**src/rtl/rv_bus_pkg.sv**
```systemverilog
// Shared definitions for the two-master bus arbiter: state encoding and sizes.
package rv_bus_pkg;

    localparam int NUM_MASTERS = 2;
    localparam int TMO_W       = 16;

    typedef enum logic [1:0] {
        ST_IDLE  = 2'd0,
        ST_OWN0  = 2'd1,
        ST_OWN1  = 2'd2,
        ST_ABORT = 2'd3
    } arb_state_t;

endpackage

```
**src/rtl/rv_rr_pick.sv**
```systemverilog
// Two-way request picker: round-robin against the last-grant pointer, or fixed
// priority with master 0 highest.
module rv_rr_pick
    import rv_bus_pkg::*;
#(
    parameter bit RR = 1'b1
) (
    input  logic [NUM_MASTERS-1:0] req,
    input  logic                   last,
    output logic [NUM_MASTERS-1:0] gnt
);

    // last = 1 means master 1 was granted most recently, so master 0 goes next.
    always_comb begin
        gnt = '0;
        if (req[0] && req[1]) begin
            if (RR && !last) begin
                gnt = 2'b10;
            end else begin
                gnt = 2'b01;
            end
        end else if (req[0]) begin
            gnt = 2'b01;
        end else if (req[1]) begin
            gnt = 2'b10;
        end
    end

endmodule

```
**src/rtl/rv_bus_arb.sv**
```systemverilog
// Two-master Wishbone-style bus arbiter with cycle-level ownership and a
// per-transfer ack timeout that aborts a stuck master.
module rv_bus_arb
    import rv_bus_pkg::*;
#(
    parameter bit          RR      = 1'b1,
    parameter int unsigned TIMEOUT = 1023
) (
    input  logic        clk_i,
    input  logic        rstn_i,
    input  logic        m0_cyc_i,
    input  logic        m0_stb_i,
    input  logic        m0_we_i,
    input  logic [3:0]  m0_sel_i,
    input  logic [29:0] m0_adr_i,
    input  logic [31:0] m0_dat_i,
    output logic [31:0] m0_dat_o,
    output logic        m0_ack_o,
    output logic        m0_err_o,
    input  logic        m1_cyc_i,
    input  logic        m1_stb_i,
    input  logic        m1_we_i,
    input  logic [3:0]  m1_sel_i,
    input  logic [29:0] m1_adr_i,
    input  logic [31:0] m1_dat_i,
    output logic [31:0] m1_dat_o,
    output logic        m1_ack_o,
    output logic        m1_err_o,
    output logic        s_cyc_o,
    output logic        s_stb_o,
    output logic        s_we_o,
    output logic [3:0]  s_sel_o,
    output logic [29:0] s_adr_o,
    output logic [31:0] s_dat_o,
    input  logic        s_ack_i,
    input  logic [31:0] s_dat_i,
    output logic [1:0]  grant_o,
    output arb_state_t  state_o
);

    // Handshake: a master requests with cyc&stb; a beat completes on the cycle
    // the slave raises ack while that master owns the bus. TIMEOUT is 1..65535.
    localparam logic [TMO_W-1:0] TMO_LAST = TMO_W'(TIMEOUT - 1);
    localparam logic [TMO_W-1:0] CNT_ONE  = TMO_W'(1);

    arb_state_t             state, state_nx;
    logic                   last, last_nx;
    logic [TMO_W-1:0]       cnt, cnt_nx;
    logic [NUM_MASTERS-1:0] req, pick;

    assign req = {m1_cyc_i & m1_stb_i, m0_cyc_i & m0_stb_i};

    rv_rr_pick #(.RR(RR)) u_pick (
        .req  (req),
        .last (last),
        .gnt  (pick)
    );

    always_ff @(posedge clk_i or negedge rstn_i) begin
        if (!rstn_i) begin
            state <= ST_IDLE;
            last  <= 1'b1;
            cnt   <= '0;
        end else begin
            state <= state_nx;
            last  <= last_nx;
            cnt   <= cnt_nx;
        end
    end

    // Slave side mirrors the owner combinationally; idle/abort drive zeros.
    always_comb begin
        s_cyc_o = 1'b0;
        s_stb_o = 1'b0;
        s_we_o  = 1'b0;
        s_sel_o = '0;
        s_adr_o = '0;
        s_dat_o = '0;
        case (state)
            ST_OWN0: begin
                s_cyc_o = m0_cyc_i;
                s_stb_o = m0_stb_i;
                s_we_o  = m0_we_i;
                s_sel_o = m0_sel_i;
                s_adr_o = m0_adr_i;
                s_dat_o = m0_dat_i;
            end
            ST_OWN1: begin
                s_cyc_o = m1_cyc_i;
                s_stb_o = m1_stb_i;
                s_we_o  = m1_we_i;
                s_sel_o = m1_sel_i;
                s_adr_o = m1_adr_i;
                s_dat_o = m1_dat_i;
            end
            default: ;
        endcase
    end

    always_comb begin
        state_nx = state;
        last_nx  = last;
        cnt_nx   = cnt;
        case (state)
            ST_IDLE: begin
                if (pick[0]) begin
                    state_nx = ST_OWN0;
                    last_nx  = 1'b0;
                    cnt_nx   = '0;
                end else if (pick[1]) begin
                    state_nx = ST_OWN1;
                    last_nx  = 1'b1;
                    cnt_nx   = '0;
                end
            end
            ST_OWN0, ST_OWN1: begin
                // Ownership lasts for the whole cycle; an ack on the final
                // count still completes the beat instead of aborting.
                if (!s_cyc_o) begin
                    state_nx = ST_IDLE;
                    cnt_nx   = '0;
                end else if (s_ack_i) begin
                    cnt_nx = '0;
                end else if (s_stb_o) begin
                    if (cnt == TMO_LAST) begin
                        state_nx = ST_ABORT;
                        cnt_nx   = '0;
                    end else begin
                        cnt_nx = cnt + CNT_ONE;
                    end
                end
            end
            ST_ABORT: state_nx = ST_IDLE;
            default:  state_nx = ST_IDLE;
        endcase
    end

    // The pointer still names the aborted owner while in ABORT.
    assign m0_ack_o = s_ack_i & (state == ST_OWN0);
    assign m1_ack_o = s_ack_i & (state == ST_OWN1);
    assign m0_err_o = (state == ST_ABORT) & ~last;
    assign m1_err_o = (state == ST_ABORT) & last;
    assign m0_dat_o = s_dat_i;
    assign m1_dat_o = s_dat_i;
    assign grant_o  = {state == ST_OWN1, state == ST_OWN0};
    assign state_o  = state;

endmodule

```
**config.mk**
```make
export PLATFORM = sky130hd
export DESIGN_NAME = rv_bus_arb
export DESIGN_NICKNAME = d
export VERILOG_FILES = /design/src/rtl/rv_bus_pkg.sv /design/src/rtl/rv_rr_pick.sv /design/src/rtl/rv_bus_arb.sv
export SDC_FILE = /design/constraint.sdc
export NUM_CORES = 1
export LEC_CHECK = 0
export ABC_AREA = 1
export BUFFER_PORTS_ARGS = -buffer_cell sky130_fd_sc_hd__buf_4
export CAP_MARGIN = 20
export CORE_AREA = 10 10 112 114
export DETAILED_ROUTE_END_ITERATION = 6
export DIE_AREA = 0 0 122 124
export MAX_ROUTING_LAYER = met4
export PLACE_DENSITY = 0.64
export SYNTH_ARGS = -nofsm -noshare
export SYNTH_HDL_FRONTEND = slang
export SYNTH_SLANG_ARGS = --single-unit
```
**constraint.sdc**
```tcl
create_clock -name clk_i -period 2.2 [get_ports clk_i]
set_input_delay 0.22 -clock clk_i [delete_from_list [all_inputs] [get_ports clk_i]]
set_output_delay 0.22 -clock clk_i [all_outputs]
set_load 0.03 [all_outputs]
```
---- After elaboration in Yosys (flattened, before gate mapping) ----
Cells that the tools add are included.
word-level totals
  bits in writable memories ............... 0
  word-level logic and storage cells ...... 54
  bits in read-only memories .............. 0
  memories kept ........................... 0
  input bits .............................. 173
  output and inout port bits .............. 141
  register bits ........................... 19
  latch bits .............................. 0
cells by class
  add/sub/neg operators ................... 1
  equality and inequality tests ........... 9
  bitwise logic cells ..................... 7
  muxes and demuxes ....................... 26
  reductions and logical operators ........ 8
  multipliers ............................. 0
  $lt $le $gt $ge ......................... 0
  divide/modulo/power cells ............... 0
  shifts and indexed selects .............. 0
operators with widths
  cell                                                                     number
  16-bit two-way mux                                                       6
  32-bit case mux with 2 select lines                                      1
  30-bit case mux with 2 select lines                                      1
  16-bit case mux with 2 select lines                                      1
  2-bit two-way mux                                                        10
  16-bit by 1-bit adder with 16-bit output, second input constant          1
  16-bit by 10-bit equality test with 1-bit output, second input constant  1
  3-bit != test, second input constant                                     4
  4-bit case mux with 2 select lines                                       1
  1-bit bitwise AND                                                        6
  1-bit case mux with 2 select lines                                       3
  2-bit case mux with 3 select lines                                       1
  2-bit equality test, second input constant                               2
  4-bit != test, second input constant                                     1
  4-bit AND reduction                                                      1
  2-bit nonzero test                                                       2
  3-bit AND reduction                                                      1
  2-bit by 1-bit equality test with 1-bit output, second input constant    1
  2-bit zero test                                                          1
  1-bit two-way mux                                                        2
  2-bit AND reduction                                                      1
  2-bit OR reduction                                                       1
  1-bit logical AND                                                        1
  1-bit NOT                                                                1

---- Longest topological paths before layout ----
Gate-level depths: netlist (run 1).
  word-level depth ........................ 7
  depth in mapped cells ................... 12

---- By module ----
From an unflattened synthesis (run 1), not the netlist that was laid out.
second synthesis, totals
  cells, all modules ...................... 523
  area total of the unflattened synthesis .. 2970.3 um^2
modules (own cells, without submodules)
  module      area an instance (um^2)  sequential area each (um^2)  instances  cells an instance
  rv_bus_arb  2949.1                   476.7                        1          518
  rv_rr_pick  21.3                     0.0                          1          5

---- Worst setup path before layout (run 1) ----
No wires, ideal clock.
  path kind ............................... register to output
  start ................................... register state[1] (netlist: state_o[1])
  end ..................................... output port s_adr_o[13]
  setup slack ............................. -0.143 ns
  cell stages (with the launch flop) ...... 8
  arrival ................................. 2.123 ns
  required time ........................... 1.980 ns
  cells stage by stage .................... dfrtp_1 inv_1 ha_1 buf_4 buf_2 buf_2 nand2_1 a21oi_1
on the way
  word-level cells in the longest chain between the ends .. 2
RTL lines
  element                                         RTL line          source
  start: declaration                              rv_bus_arb.sv:46  arb_state_t state, state_nx;
  start signal: assignment                        rv_bus_arb.sv:65  state <= state_nx;
  2-bit by 1-bit equality test with 1-bit output  -
  net grant_o[0]                                  rv_bus_arb.sv:37  output logic [1:0] grant_o,
  30-bit case mux with 2 select lines             rv_bus_arb.sv:79  case (state)
  end: declaration                                rv_bus_arb.sv:33  output logic [29:0] s_adr_o,
The timed path passes the listed nets, and every way through them passes these cells.

---- Worst setup path in the final report (run 1) ----
  start ................................... register state[0] (netlist: state_o[0])
  end ..................................... output port s_dat_o[29]
on the way
  word-level cells in the longest chain between the ends .. 2
RTL lines
  element                                                                                       RTL line          source
  2-bit equality test / 2-bit by 1-bit equality test with 1-bit output (equally long branches)  rv_bus_arb.sv:79
  32-bit case mux with 2 select lines *                                                         rv_bus_arb.sv:79
  end: declaration                                                                              rv_bus_arb.sv:34  output logic [31:0] s_dat_o,
Every way passes the cells marked *; elsewhere a longest branch is shown, timed or not.

==> results of run 1 <==
critical path: stages (launching register included):
cell	delay [ns]
dfrtp_2	0.45
inv_2	0.09
ha_4	0.31
clkinv_2	0.10
buf_12	0.19
a21oi_4	0.21
buf_4	0.20
final cells by class:
class | count | area [um2] | area share
multi-input combinational | 373 | 1964 | 0.4311
timing repair buffer | 226 | 1765 | 0.3874
sequential | 19 | 478.0 | 0.1049
tap | 136 | 170.2 | 0.03734
inverter | 32 | 127.6 | 0.02801
clock buffer | 3 | 41.29 | 0.009061
clock inverter | 1 | 5.005 | 0.001098
antenna | 2 | 5.005 | 0.001098
cell families (layout without fill, tap and decap cells):
logic type               Yosys count  count (layout)
flip-flops                        19              19
AO/OA/AOI/OAI                     81              81
other                              0               2
AND/OR/NAND/NOR                  282             282
buffers and inverters            121             262
XOR/XNOR                           3               3
adder cells (fa/ha/maj)            7               7
how the worst min path moves through the flow:
stage	from	to	depth (start not counted)
after floorplan	rstn_i	cnt[0]	0
after global placement	rstn_i	cnt[8]	1
after detailed placement	rstn_i	cnt[7]	1
after CTS	s_ack_i	cnt[3]	4
after global routing	s_ack_i	cnt[3]	4
final	s_ack_i	cnt[4]	4
Yosys cell counts (all sizes together) (2+ instances only):
cell,instances
xor2,2
nor2,35
dfrtp,18
a21oi,69
buf,76
ha,7
o21ai,11
clkbuf,13
nand4,5
nand3,12
inv,31
nand2,229
per-stage QoR:
step	power, W	instance area, um2	util	hold WS [ns]	setup WS, ns
after floorplan	0.003149	3122	-	-0.07559	0.004959
after global placement	0.004341	4403	0.4304	0.1125	0.2849
after detailed placement	0.004390	4403	0.4304	0.1196	0.1970
after CTS	0.004802	4514	0.4412	0.2998	0.02215
after global routing	0.005127	4557	0.4454	0.3265	0.01011
final	0.004836	4557	0.4454	0.3039	0.1134
per-layer routing:
layer	part of all wire	vias to the layer above	wire length [um]	global-route usage
li1	-	1818	-	-
met1	0.41	1694	6387	0.2355
met2	0.47	172	7407	0.3062
met3	0.095	30	1484	0.06063
met4	0.022	0	339	0.05440
met5	0	-	0	-
registers in the layout, indices dropped and copies added, names as in the netlist:
| signal | flops |
|---|---|
| cnt | 16 |
| state_o | 2 |
| last | 1 |
layout by cell type (no fill, tap or decap), drive strengths merged:
| cell | count |
|---|---|
| ha | 7 |
| dlygate4sd3 | 1 |
| buf | 224 |
| nand4 | 5 |
| diode | 2 |
| nand2 | 229 |
| dfstp | 1 |
| o21ai | 11 |
| nor3 | 1 |
| inv | 30 |
| xnor2 | 1 |
| nor2 | 35 |
| nand3 | 12 |
| a21oi | 69 |
| bufbuf | 1 |
| clkbuf | 3 |
| xor2 | 2 |
| dfrtp | 18 |
| clkinv | 3 |
| o21bai | 1 |
report_power, final:
part,total (W),internal (W),switching [W]
clock network,0.000260,0.000127,0.000133
registers,0.000426,0.000387,0.0000394
logic,0.00415,0.00141,0.00274
total,0.00484,0.00192,0.00291
timing repair:
item	CTS	global route
resized for setup	3	5
hold buffers	1	0
endpoints found under the hold margin	18	0
setup endpoints to repair	46	43
setup buffers	2	0
cloned	1	0
==> flow_metrics.tcl, run 1 <==
set metrics [dict create \
    status "finished, final reports clean" \
    synth_top_family_by_area "simple AND/OR/NAND/NOR gates" \
    io_buffers 217 \
    die_y_um 124 \
    r2r_start "state_o[0]" \
    worst_hold_path_type "in2reg" \
    area_growth_pct 57.32 \
    yosysUniqueCellTypes 28 \
    power_density_nw_per_um2 1061 \
    die_x_um 122 \
    drive_gt1_frac 0.4801 \
    synth_flop_cell "dfrtp_1" \
    grt_usage 0.1947 \
    worstMarginPinSlew_ns 0.3503 \
    place.detailed.hpwl_mm 13.30 \
    grt_overflow 0 \
    vias_per_cell 4.689 \
    cts.sinks 19 \
    leakage_nw 2.198 \
    syn_area_per_cell_um2 5.646 \
    cts_root_buffer "clkbuf_8" \
    setup_tns_ns 0 \
    grt_pass1_vias 3762 \
    syn-num-nets 693 \
    clockBufferDepth 2 \
    arrival_ns 1.87 \
    critPathLaunchType "flip-flop" \
    htreeDepth 1 \
    ir_drop_v 0.0007349 \
    synthArstFlopShare 1.000 \
    vias 3714 \
    rr_worst_depth 10 \
    timing_worst_setup_path_type "reg2out" \
    synth_area_um2 2897 \
    ant_nets 0 \
    fmax_mhz 479.3 \
    dieArea_um2 15130 \
    wire_per_inst_um 19.72 \
    start_util 0.2831 \
    dr.pass1.iters 4 \
    syn_inst 513 \
    finalSetupViolCount 0 \
    synth_seq_cells 19 \
    gp_congestion 0.9773 \
    drt_iter0_markers 186 \
    synth.area.top_cells "nand2_1, buf_4, dfrtp_1" \
    core_area_um2 10230 \
    totalWireLength_mm 15.62 \
    post-synth-top-area-cell "nand2_1" \
    grt_pass1_wl_mm 22.32 \
    nets 835 \
    clk_pin_slew_ns 0.08 \
    ios 314 \
    finalClockSkew_ns 0.006277 \
    fin_crit_ns 2.087 \
    seq_area_frac_synth 0.1646 \
    synth_adder_area_share 0.03024 \
    maxCapViolations 0 \
    rsz0062_at_grt "no" \
    placed_cells 782 \
    synthMuxAreaShare 0 \
    antenna_found_initial 2 \
    tritoncts "done" \
    max_slew_margin 0.7665 \
    instances_no_fill 792 \
    regToRegEndpoint "cnt[0]" \
    synth_top_area_share 0.2890 \
    cts_buffers 3 \
    fp-row-count 37 \
    finalCritPeriodShare 0.9485 \
    yosys.area_share.simple 0.4048 \
    drv_slew 0 \
    critPathCapture "s_dat_o[29]" \
    insertion_delay_ns 0.27 \
    fillerInstances 1089 \
    endpoint_kind "output port" \
    r2r_setup_slack_ns 0.43 \
    grt_max_degree 43 \
    crit_start "state_o[0]" \
    synth-xor-area-share 0.009071 \
    drc 0 \
    critPathRequiredTime_ns 1.98 \
    hold_viol 0 \
    synth_edf_count 0 \
    path_max_fanout 42 \
    synth_compound_area_frac 0.1408 \
    yosysWarnings 0 \
]
Note: power is estimated with default switching activity, not from simulation.
==> inputs of run 2 (changes only) <==
- SETUP_SLACK_MARGIN: not set -> 0.2
==> run 2 against run 1 <==
Combinational power increased by 8.0%; die area unchanged; routed wire length decreased by 8.7%; clock skew decreased by 0.0044 ns; register-to-register slack got worse by 0.11 ns; design area increased by 5.9%; setup slack improved by 0.16 ns; critical path depth unchanged; critical endpoint is now s_adr_o[12]; maximum frequency increased by 8.5%.
==> flow_metrics.tcl, run 2 (synthesis results as in run 1) <==
set metrics [dict create \
    status "finished, final reports clean" \
    most-common-layout-cells "buf_4, nand2_1, a21oi_2" \
    max_slew_margin 0.7952 \
    worstMarginPinSlew_ns 0.3072 \
    timing_worst_setup_path_type "reg2out" \
    holdPathStages 4 \
    top_register "cnt" \
    clockBufferDepth 2 \
    finalCritPeriodShare 0.8739 \
    final-seq-area_um2 479.2 \
    final_area_um2 4826 \
    nets 846 \
    critPathRequiredTime_ns 1.98 \
    fillerInstances 1014 \
    drive_gt1_frac 0.4947 \
    place.detailed.hpwl_mm 11.40 \
    ir_drop_v 0.0009271 \
    finalSetupViolCount 0 \
    postPlaceCellArea_um2 4581 \
    grt_pass1_wl_mm 19.97 \
    vias_per_cell 4.697 \
    clk_pin_slew_ns 0.08 \
    core_area_um2 10230 \
    power_density_nw_per_um2 1070 \
    ant_nets 0 \
    drt_iter0_markers 261 \
    die_x_um 122 \
    layout_commonest_cell "buf_4" \
    finalClockSkew_ns 0.001885 \
    leakage_nw 2.271 \
    tritoncts "done" \
    io_buffers 217 \
    dr.pass1.iters 6 \
    cts_buffers 3 \
    cts_root_buffer "clkbuf_8" \
    insertion_delay_ns 0.26 \
    die_y_um 124 \
    rr_worst_depth 11 \
    fin_crit_ns 1.923 \
    drv_slew 0 \
    start_util 0.2831 \
    grt_overflow 0 \
    dieArea_um2 15130 \
    area_growth_pct 66.61 \
    diodes 0 \
    grt_pass1_vias 3559 \
    gp_congestion 0.8977 \
    multi_input_area_um2 2126 \
    wire_per_inst_um 17.81 \
    endpoint_kind "output port" \
    cts.sinks 19 \
    setup_tns_ns 0 \
    fmax_mhz 520.1 \
    worst_hold_path_type "in2reg" \
    htreeDepth 1 \
    largest_register_ffs 16 \
    maxCapViolations 0 \
    rsz0062_at_grt "yes" \
    ios 314 \
    antenna_found_initial 0 \
    grt_usage 0.1681 \
    hold_viol 0 \
    critPathLaunchType "flip-flop" \
    fp-row-count 37 \
    path_max_fanout 45 \
    vias 3762 \
    grt_max_degree 46 \
    totalWireLength_mm 14.27 \
    drc 0 \
    arrival_ns 1.70 \
]
## run 2: cell count changes in the layout (fill, tap and decap cells not counted), sizes merged
cell / before / now
nor2: 35 / 36
bufbuf: 1 / 0
clkinv: 3 / 2
diode: 2 / 0
inv: 30 / 31
buf: 224 / 235
## run 2: area by class of cell
cell class                      count  share of cell area
Tap cell                          136             0.03526
Timing Repair Buffer              236              0.3886
Sequential cell                    19             0.09930
Multi-Input combinational cell    374              0.4405
Inverter                           32             0.02670
Clock inverter                      1            0.001037
Clock buffer                        3            0.008556
## run 2: path summary, 6_finish.rpt
kind                       startpoint           to  slack (ns)
max                        state_o[0]  s_adr_o[12]        0.28
min                           s_ack_i       cnt[2]        0.33
max reg2reg                state_o[1]      cnt[11]        0.32
min reg2reg                   cnt[15]      cnt[15]        0.53
max in group asynchronous      rstn_i         last        1.56
min in group asynchronous      rstn_i      cnt[13]        0.37
## run 2: stage by stage
step                setup slack [ns]  instances  hold slack, ns  total power (W)  utilization
floorplan                     0.2064        513        -0.07559         0.003390            -
global placement              0.3543        783          0.1123         0.004549       0.4477
detailed placement            0.3015        783          0.1149         0.004586       0.4477
CTS                           0.1921        792          0.3320         0.005107       0.4648
global route                  0.1835        801          0.3560         0.005452       0.4717
finish                        0.2773        801          0.3304         0.005164       0.4717
## run 2: per-layer routing
metal | GRT usage | routed length [um] | vias up
li1 | - | - | 1842
met1 | 0.1884 | 5350 | 1699
met2 | 0.2863 | 7222 | 175
met3 | 0.04796 | 1409 | 46
met4 | 0.04694 | 284 | 0
met5 | - | 0 | -
## run 2: power breakdown
group | leakage [nW] | internal (W) | total (W) | switching, W
Sequential | 0.257 | 0.000388 | 0.000425 | 0.0000369
Combinational | 1.99 | 0.00160 | 0.00448 | 0.00288
Clock | 0.0255 | 0.000126 | 0.000256 | 0.000130
Total | 2.27 | 0.00211 | 0.00516 | 0.00305
## run 2: worst max-delay path, stage by stage (launching register included)
cell     delay, ns
dfrtp_2       0.45
inv_2         0.11
ha_4          0.23
inv_4         0.08
buf_12        0.29
a21oi_1       0.07
buf_4         0.18
## run 2: repair_timing
action | CTS | global route
pin swaps | 1 | 2
hold buffers | 1 | 0
endpoints found under the hold margin | 18 | 0
setup endpoints to repair | 68 | 78
buffers inserted | 2 | 8
resized for setup | 9 | 2
cloned | 2 | 1
